### config.mk
export PLATFORM = sky130hd
export DESIGN_NAME = srio_ram_bus_arbiter_flat
export DESIGN_NICKNAME = d
export VERILOG_FILES = /design/src/rtl/srio_ram_bus_arbiter_if.sv /design/src/rtl/srio_ram_bus_arbiter.sv /design/src/flat_wrapper.sv
export SDC_FILE = /design/constraint.sdc
export NUM_CORES = 1
export LEC_CHECK = 0
export CELL_PAD_IN_SITES_DETAIL_PLACEMENT = 1
export CELL_PAD_IN_SITES_GLOBAL_PLACEMENT = 1
export CORE_AREA = 2 2 200 202
export DETAILED_ROUTE_END_ITERATION = 16
export DIE_AREA = 0 0 202 204
export PLACE_DENSITY_LB_ADDON = 0.08
export RECOVER_POWER = 50
export SLEW_MARGIN = 15
export SYNTH_ARGS = -nofsm -noshare
export SYNTH_HDL_FRONTEND = slang
export SYNTH_SLANG_ARGS = --single-unit
### constraint.sdc
create_clock -name sys_clk -period 2.4 [get_ports sys_clk]
set_input_delay 0.24 -clock sys_clk [delete_from_list [all_inputs] [get_ports sys_clk]]
set_output_delay 0.24 -clock sys_clk [all_outputs]
set_load 0.005 [all_outputs]
### src/rtl/srio_ram_bus_arbiter_if.sv
// Shared RAM bus bundle: two requester ports (A = SRIO target, B = local/Aurora),
// the RAM-facing strobes/data and the sticky error flags.
interface srio_ram_bus_arbiter_if;
  logic        a_req, b_req;
  logic        a_gnt, b_gnt;
  logic        a_wr, a_rd, b_wr, b_rd;
  logic [31:0] a_addr, b_addr;
  logic [63:0] a_din, b_din;
  logic [7:0]  a_bus_sel, b_bus_sel;
  logic [63:0] a_rdata, b_rdata;
  logic        a_rvalid, b_rvalid;
  logic        ram_wr, ram_rd;
  logic [31:0] ram_addr;
  logic [63:0] ram_din;
  logic [7:0]  ram_bus_sel;
  logic [63:0] ram_dout;
  logic [1:0]  err_illegal;
  logic        err_clr;

  // Arbiter side
  modport slave (
    input  a_req, b_req, a_wr, a_rd, b_wr, b_rd, a_addr, b_addr,
           a_din, b_din, a_bus_sel, b_bus_sel, ram_dout, err_clr,
    output a_gnt, b_gnt, a_rdata, b_rdata, a_rvalid, b_rvalid,
           ram_wr, ram_rd, ram_addr, ram_din, ram_bus_sel, err_illegal
  );

  // Requesters plus RAM side
  modport master (
    output a_req, b_req, a_wr, a_rd, b_wr, b_rd, a_addr, b_addr,
           a_din, b_din, a_bus_sel, b_bus_sel, ram_dout, err_clr,
    input  a_gnt, b_gnt, a_rdata, b_rdata, a_rvalid, b_rvalid,
           ram_wr, ram_rd, ram_addr, ram_din, ram_bus_sel, err_illegal
  );
endinterface

### src/rtl/srio_ram_bus_arbiter.sv
// Two-port round-robin arbiter for the 64-bit local RAM bus with bounded
// bursts, registered RAM strobes and read-data steering by issuing port.
module srio_ram_bus_arbiter #(
  parameter int MAX_BURST = 16,
  parameter int RD_LAT    = 1
) (
  input  logic                        sys_clk,
  input  logic                        sys_rst_n,
  srio_ram_bus_arbiter_if.slave       bus
);
  typedef enum logic [2:0] {
    IDLE  = 3'b001,
    OWN_A = 3'b010,
    OWN_B = 3'b100
  } state_t;

  localparam logic [7:0] MAXB = 8'(MAX_BURST);

  state_t      state_q, state_d;
  logic        last_b_q, last_b_d;        // 1: B owned the bus most recently
  logic [7:0]  burst_cnt_q, burst_cnt_d;
  logic        acc_a, acc_b, rd_acc, burst_done;
  logic        ill_a, ill_b;
  logic [1:0]  err_q, err_d;
  logic        ram_wr_q, ram_rd_q;
  logic [31:0] ram_addr_q;
  logic [63:0] ram_din_q;
  logic [7:0]  ram_bus_sel_q;
  logic [RD_LAT:0] vld_pipe, port_pipe;   // port_pipe bit: 1 = read issued by B

  // One-hot state bits are the grants.
  assign bus.a_gnt = state_q[1];
  assign bus.b_gnt = state_q[2];

  assign acc_a  = bus.a_gnt & (bus.a_wr | bus.a_rd);
  assign acc_b  = bus.b_gnt & (bus.b_wr | bus.b_rd);
  // A combined wr+rd keeps the write, so only a lone rd enters the tag pipe.
  assign rd_acc = (acc_a & bus.a_rd & ~bus.a_wr) | (acc_b & bus.b_rd & ~bus.b_wr);

  assign ill_a = (bus.a_wr | bus.a_rd) & (~bus.a_gnt | (bus.a_wr & bus.a_rd));
  assign ill_b = (bus.b_wr | bus.b_rd) & (~bus.b_gnt | (bus.b_wr & bus.b_rd));

  // Burst counter: zero while idle, saturating count of accepted accesses.
  always_comb begin
    burst_cnt_d = burst_cnt_q;
    if (state_q == IDLE)
      burst_cnt_d = '0;
    else if ((acc_a | acc_b) && burst_cnt_q != MAXB)
      burst_cnt_d = burst_cnt_q + 8'd1;
  end

  // Yield as soon as the limit is reached this cycle so the grant drops next cycle.
  assign burst_done = (burst_cnt_d == MAXB);

  // Next-state: tie goes to the port that did not own last; every release passes IDLE.
  always_comb begin
    state_d  = state_q;
    last_b_d = last_b_q;
    unique case (state_q)
      IDLE: begin
        if (bus.a_req && bus.b_req) state_d = last_b_q ? OWN_A : OWN_B;
        else if (bus.a_req)         state_d = OWN_A;
        else if (bus.b_req)         state_d = OWN_B;
      end
      OWN_A: begin
        if (!bus.a_req || (burst_done && bus.b_req)) begin
          state_d  = IDLE;
          last_b_d = 1'b0;
        end
      end
      OWN_B: begin
        if (!bus.b_req || (burst_done && bus.a_req)) begin
          state_d  = IDLE;
          last_b_d = 1'b1;
        end
      end
      default: state_d = IDLE;
    endcase
  end

  // Sticky errors: set has priority over clear.
  always_comb begin
    err_d = bus.err_clr ? 2'b00 : err_q;
    err_d = err_d | {ill_b, ill_a};
  end

  // Arbitration state, counter and error flags.
  always_ff @(posedge sys_clk or negedge sys_rst_n) begin
    if (!sys_rst_n) begin
      state_q     <= IDLE;
      last_b_q    <= 1'b1;
      burst_cnt_q <= '0;
      err_q       <= '0;
    end else begin
      state_q     <= state_d;
      last_b_q    <= last_b_d;
      burst_cnt_q <= burst_cnt_d;
      err_q       <= err_d;
    end
  end

  // Register the winning port's access onto the RAM; address/data hold when idle.
  always_ff @(posedge sys_clk or negedge sys_rst_n) begin
    if (!sys_rst_n) begin
      ram_wr_q      <= 1'b0;
      ram_rd_q      <= 1'b0;
      ram_addr_q    <= '0;
      ram_din_q     <= '0;
      ram_bus_sel_q <= '0;
    end else if (acc_a) begin
      ram_wr_q      <= bus.a_wr;
      ram_rd_q      <= bus.a_rd & ~bus.a_wr;
      ram_addr_q    <= bus.a_addr;
      ram_din_q     <= bus.a_din;
      ram_bus_sel_q <= bus.a_bus_sel;
    end else if (acc_b) begin
      ram_wr_q      <= bus.b_wr;
      ram_rd_q      <= bus.b_rd & ~bus.b_wr;
      ram_addr_q    <= bus.b_addr;
      ram_din_q     <= bus.b_din;
      ram_bus_sel_q <= bus.b_bus_sel;
    end else begin
      ram_wr_q      <= 1'b0;
      ram_rd_q      <= 1'b0;
    end
  end

  // Read tags: stage 0 lines up with ram_rd, stage RD_LAT with valid ram_dout.
  always_ff @(posedge sys_clk or negedge sys_rst_n) begin
    if (!sys_rst_n) begin
      vld_pipe  <= '0;
      port_pipe <= '0;
    end else begin
      vld_pipe  <= {vld_pipe[RD_LAT-1:0], rd_acc};
      port_pipe <= {port_pipe[RD_LAT-1:0], acc_b};
    end
  end

  assign bus.a_rvalid    = vld_pipe[RD_LAT] & ~port_pipe[RD_LAT];
  assign bus.b_rvalid    = vld_pipe[RD_LAT] &  port_pipe[RD_LAT];
  assign bus.a_rdata     = bus.ram_dout;
  assign bus.b_rdata     = bus.ram_dout;
  assign bus.ram_wr      = ram_wr_q;
  assign bus.ram_rd      = ram_rd_q;
  assign bus.ram_addr    = ram_addr_q;
  assign bus.ram_din     = ram_din_q;
  assign bus.ram_bus_sel = ram_bus_sel_q;
  assign bus.err_illegal = err_q;
endmodule

### src/flat_wrapper.sv
// flat-port wrapper written by rule: the top's interface ports become plain ports
module srio_ram_bus_arbiter_flat 
#(
  parameter int MAX_BURST = 16,
  parameter int RD_LAT    = 1
)
  (sys_clk, sys_rst_n, bus_a_req, bus_b_req, bus_a_wr, bus_a_rd, bus_b_wr, bus_b_rd, bus_a_addr, bus_b_addr, bus_a_din, bus_b_din, bus_a_bus_sel, bus_b_bus_sel, bus_ram_dout, bus_err_clr, bus_a_gnt, bus_b_gnt, bus_a_rdata, bus_b_rdata, bus_a_rvalid, bus_b_rvalid, bus_ram_wr, bus_ram_rd, bus_ram_addr, bus_ram_din, bus_ram_bus_sel, bus_err_illegal);
  srio_ram_bus_arbiter_if bus_i ();
  input  logic sys_clk;
  input  logic sys_rst_n;
  input wire logic [$bits(bus_i.a_req)-1:0] bus_a_req;
  input wire logic [$bits(bus_i.b_req)-1:0] bus_b_req;
  input wire logic [$bits(bus_i.a_wr)-1:0] bus_a_wr;
  input wire logic [$bits(bus_i.a_rd)-1:0] bus_a_rd;
  input wire logic [$bits(bus_i.b_wr)-1:0] bus_b_wr;
  input wire logic [$bits(bus_i.b_rd)-1:0] bus_b_rd;
  input wire logic [$bits(bus_i.a_addr)-1:0] bus_a_addr;
  input wire logic [$bits(bus_i.b_addr)-1:0] bus_b_addr;
  input wire logic [$bits(bus_i.a_din)-1:0] bus_a_din;
  input wire logic [$bits(bus_i.b_din)-1:0] bus_b_din;
  input wire logic [$bits(bus_i.a_bus_sel)-1:0] bus_a_bus_sel;
  input wire logic [$bits(bus_i.b_bus_sel)-1:0] bus_b_bus_sel;
  input wire logic [$bits(bus_i.ram_dout)-1:0] bus_ram_dout;
  input wire logic [$bits(bus_i.err_clr)-1:0] bus_err_clr;
  output wire logic [$bits(bus_i.a_gnt)-1:0] bus_a_gnt;
  output wire logic [$bits(bus_i.b_gnt)-1:0] bus_b_gnt;
  output wire logic [$bits(bus_i.a_rdata)-1:0] bus_a_rdata;
  output wire logic [$bits(bus_i.b_rdata)-1:0] bus_b_rdata;
  output wire logic [$bits(bus_i.a_rvalid)-1:0] bus_a_rvalid;
  output wire logic [$bits(bus_i.b_rvalid)-1:0] bus_b_rvalid;
  output wire logic [$bits(bus_i.ram_wr)-1:0] bus_ram_wr;
  output wire logic [$bits(bus_i.ram_rd)-1:0] bus_ram_rd;
  output wire logic [$bits(bus_i.ram_addr)-1:0] bus_ram_addr;
  output wire logic [$bits(bus_i.ram_din)-1:0] bus_ram_din;
  output wire logic [$bits(bus_i.ram_bus_sel)-1:0] bus_ram_bus_sel;
  output wire logic [$bits(bus_i.err_illegal)-1:0] bus_err_illegal;
  assign bus_i.a_req = bus_a_req;
  assign bus_i.b_req = bus_b_req;
  assign bus_i.a_wr = bus_a_wr;
  assign bus_i.a_rd = bus_a_rd;
  assign bus_i.b_wr = bus_b_wr;
  assign bus_i.b_rd = bus_b_rd;
  assign bus_i.a_addr = bus_a_addr;
  assign bus_i.b_addr = bus_b_addr;
  assign bus_i.a_din = bus_a_din;
  assign bus_i.b_din = bus_b_din;
  assign bus_i.a_bus_sel = bus_a_bus_sel;
  assign bus_i.b_bus_sel = bus_b_bus_sel;
  assign bus_i.ram_dout = bus_ram_dout;
  assign bus_i.err_clr = bus_err_clr;
  assign bus_a_gnt = bus_i.a_gnt;
  assign bus_b_gnt = bus_i.b_gnt;
  assign bus_a_rdata = bus_i.a_rdata;
  assign bus_b_rdata = bus_i.b_rdata;
  assign bus_a_rvalid = bus_i.a_rvalid;
  assign bus_b_rvalid = bus_i.b_rvalid;
  assign bus_ram_wr = bus_i.ram_wr;
  assign bus_ram_rd = bus_i.ram_rd;
  assign bus_ram_addr = bus_i.ram_addr;
  assign bus_ram_din = bus_i.ram_din;
  assign bus_ram_bus_sel = bus_i.ram_bus_sel;
  assign bus_err_illegal = bus_i.err_illegal;
  srio_ram_bus_arbiter #(.MAX_BURST(MAX_BURST), .RD_LAT(RD_LAT)) u_core (.sys_clk(sys_clk), .sys_rst_n(sys_rst_n), .bus(bus_i));
endmodule
==> reports/metrics.sh <==
VIAS_IN_THE_FIRST_GLOBAL_ROUTE=6793
MAXSLEWVIOLCOUNT=23
ROWS=73
SYNTHDOMINANTCELLAREASHARE_PCT=44.8
FIRST_PASS_GRT_WIRE_LENGTH_UM=43000
RUN_STATUS='finished, violations left'
FINAL_COMMON_CELL='sky130_fd_sc_hd__clkdlybuf4s50_1'
CTS_TREE='yes'
GRT_RESIDUAL_OVERFLOW=0
MIN-DELAY-PATH-CLASS='flop to flop'
FINAL_NETS=1301
RSZ_0062_RAISED_AFTER_GLOBAL_ROUTING='no'
TIMING_HOLD_VIOLATIONS_FINAL=0
CHIPHEIGHT_UM=204
DETAILROUTE.VIA_COUNT=6331
CRIT_CHAIN='or3b_2 > a21oi_1 > mux2i_1 > a2111oi_4 > a21boi_0 > nor3_1'
AREA_OF_THE_CORE_REGION_UM2=39200
POST-DP-HPWL_UM=20500
CRITICAL_PATH_BUF_INV_COUNT=0
FINAL_MIN_PERIOD_OVER_CLOCK_PERIOD_PCT=93.2
AVGSYNTHCELLAREA_UM2=8.27
KIND_OF_CRITICAL_PATH='flop to flop'
VDD_IR_DROP_MAX_mV=0.482
TRITONCTS_NUM_SINKS=124
SYNTH_SEQ_CELLS=124
GRT.TOTAL_USAGE_PCT=13.8
DRT-PASS1-ITER-COUNT=4
LEADING_CELL_TYPES_IN_THE_LAYOUT_FILL_AND_TAPS_EXCLUDED='327 x sky130_fd_sc_hd__clkdlybuf4s50_1, 215 x sky130_fd_sc_hd__nand2_1, 122 x sky130_fd_sc_hd__dfrtp_1'
PATH_CLK_SLEW_NS=0.06
DIE_WIDTH_UM=202
NUMCTSBUFFERS=17
PLACE.GP.CONGESTION=0.750
CRIT_PATH_MAX_INCR_DELAY_NS=0.62
ROUTE.FINAL.WIRE_LENGTH_UM=28500
SYNTHTOLAYOUTAREAGROWTH_PCT=53.4
FLOORPLAN.INITIALDENSITY_PCT=17.4
YS_SEQ_AREA_SHARE_PCT=45.5
SHARE_OF_FINAL_LAYOUT_STANDARD_CELLS_STRONGER_THAN_DRIVE_STRENGTH_1_PCT=6.71
FINALCLOCKSKEW_NS=0.00895
CP_SLOWEST_CELL='sky130_fd_sc_hd__dfstp_2'
NUMBER_OF_LEVELS_IN_THE_CLOCK_H_TREE=4
SETUP-VIOLATIONS-FINAL=0
YOSYS_TOP_CELL_BY_AREA='sky130_fd_sc_hd__dfrtp_1'
LARGEST_NET_DEGREE_AT_THE_START_OF_GLOBAL_ROUTING=144
STARTPOINT_TYPE='flop'
FP.DIEAREA_UM2=41200
TIMING.HOLD.WS_NS=0.349
ROUTE.DETAILED.DRC=0
TOTALNEGATIVESETUPSLACK_NS=0
POWER_PER_CELL_AREA_nW_PER_UM2=1150
FINALWORSTPATHREQUIREDPERIOD_NS=2.24
IOPINCOUNT=521
REPORT.POWER.TOTAL_uW=12000
CLK-INSERTION-DELAY-LATE_NS=0.43
WL_PER_CELL_UM=18.4
TOTAL_AREA_OF_MULTI_INPUT_COMBINATIONAL_CELLS_UM2=2540
CRIT_REQUIRED_NS=2.75
CELLS_TAKING_THE_MOST_AREA_AFTER_SYNTHESIS='sky130_fd_sc_hd__dfrtp_1 45%, sky130_fd_sc_hd__buf_4 14%, sky130_fd_sc_hd__nand2_1 12%'
GRT_ANTENNA_BEFORE_REPAIR=1
COUNT_OF_UNIQUE_LIBRARY_CELLS_INSTANTIATED_BY_YOSYS=47
CP-END-KIND='flop'
MAXSLEWHEADROOM_PCT=-7.99
N_FILL_CELL=4556
PORT_BUFFERS=328
LEAKAGEPOWER_uW=0.00427
SYNTH_EDF_COUNT=0
FINAL-SEQ-AREA_UM2=3110
FAILING_CHECKS='capacitance limit, slew limit'
DOMINANTREGCELLSYNTH='sky130_fd_sc_hd__dfrtp_1'
SIGNAL_ARRIVAL_TIME_AT_THE_WORST_ENDPOINT_NS=2.59
DRTITER0DRC=207
SYN_NETS=1107
ASYNC_FLOP_SHARE_PCT=100
CRITPATHMAXFANOUT=10
CLOCKROOTBUFFER='sky130_fd_sc_hd__clkbuf_16'
FMAXACHIEVABLE_MHz=447
DRV_CAP=1
POST_DR_VIAS_CELL=4.07
CRIT_FAMILY='compound AO/OA/AOI/OAI gates'
SYNTH_AREA_UM2=6820
SYNTHESIS.YOSYS.WARNINGS=0
CTS_MAX_PATH_BUFFERS=2
WORSTMARGINPINSLEW_NS=1.62
POSTSYNTHCELLCOUNT=824
DETAIL-ROUTE-ANTENNA-NETS=0
-- state kept, by name, indices dropped and copies added, names as in the netlist --
register and cells:
u_core.bus.ram_din 64, u_core.bus.ram_addr 32, u_core.burst_cnt_q 8, u_core.bus.ram_bus_sel 8
u_core.state_q 3, u_core.bus.err_illegal 2, u_core.port_pipe 2, u_core.vld_pipe 2
u_core.bus.ram_rd 1, u_core.bus.ram_wr 1, u_core.last_b_q 1
-- through the flow --
stage	area, um^2	setup WS, ns	util (%)	instances
2_1_floorplan	6820	0.120	-	824
3_3_place_gp	9880	0.0177	25.2	1521
3_5_place_dp	9880	0.0225	25.2	1521
4_1_cts	10400	0.0764	26.7	1552
5_1_grt	10500	0.0251	26.7	1554
6_report	10500	0.164	26.7	1555
-- metal layers --
metal	global-route usage (%)	vias to the layer above	share of wire [%]
li1	-	2994	-
met1	16.6	3047	42
met2	22.9	247	48
met3	4.94	43	7.6
met4	4.54	0	1.9
met5	0	-	0
-- power by group --
part,internal [uW],switching [uW]
Clock,1520,1020
Sequential,3130,587
Combinational,3100,2620
-- synth_stat cells, drive strengths merged (3+ instances only) --
cell	instances
nand3	4
o22ai	3
nand2	215
a211oi	5
dfrtp	122
o21ai	4
mux2i	4
and2	4
nor3b	3
buf	139
a31oi	104
xnor2	4
nor2b	3
inv	8
a21boi	3
a21oi	7
nor2	120
clkbuf	40
-- worst reg2reg max path, stage by stage, from the launching register on --
cell,delay (ns)
sky130_fd_sc_hd__dfstp_2,0.62
sky130_fd_sc_hd__or3b_2,0.52
sky130_fd_sc_hd__a21oi_1,0.16
sky130_fd_sc_hd__mux2i_1,0.15
sky130_fd_sc_hd__a2111oi_4,0.41
sky130_fd_sc_hd__a21boi_0,0.15
sky130_fd_sc_hd__nor3_1,0.15
-- cell families (layout without fill, tap and decap cells) --
kind of cell,Yosys count,after routing,synth area share (%)
AND/OR/NAND/NOR,357,357,20.6
buffers and inverters,188,393,17.5
AO/OA/AOI/OAI,142,142,14.4
flip-flops,124,124,45.5
XOR/XNOR,6,6,0.771
multiplexers,5,5,0.807
adder cells (fa/ha/maj),2,2,0.367
other,0,1,0
-- area by class of cell --
class,count,area share [%]
antenna,1,0.0239
tap,525,6.28
inverter,9,0.347
clock buffer,23,4.67
clock inverter,7,0.622
multi-input combinational,512,24.3
timing repair buffer,354,34.1
sequential,124,29.7
-- worst paths after layout --
path	start	end	slack [ns]	depth (start not counted)
max	u_core.state_q[0]$_DFFE_PN1P_	u_core.state_q[0]$_DFFE_PN1P_	0.16	6
min	u_core.port_pipe[0]$_DFF_PN0_	u_core.port_pipe[1]$_DFF_PN0_	0.35	0
max reg2reg	u_core.state_q[0]$_DFFE_PN1P_	u_core.state_q[0]$_DFFE_PN1P_	0.16	6
min reg2reg	u_core.port_pipe[0]$_DFF_PN0_	u_core.port_pipe[1]$_DFF_PN0_	0.35	0
max in group asynchronous	sys_rst_n	u_core.state_q[0]$_DFFE_PN1P_	0.51	3
min in group asynchronous	sys_rst_n	u_core.bus.ram_addr[28]$_DFFE_PN0P_	0.76	2
-- timing repair --
action,in CTS,in global routing
hold endpoints to repair,22,0
hold buffers,1,0
gates resized for setup,0,2
setup buffers,0,2
setup endpoints to repair,0,3
No activity file was read; power rests on OpenSTA's default activity.
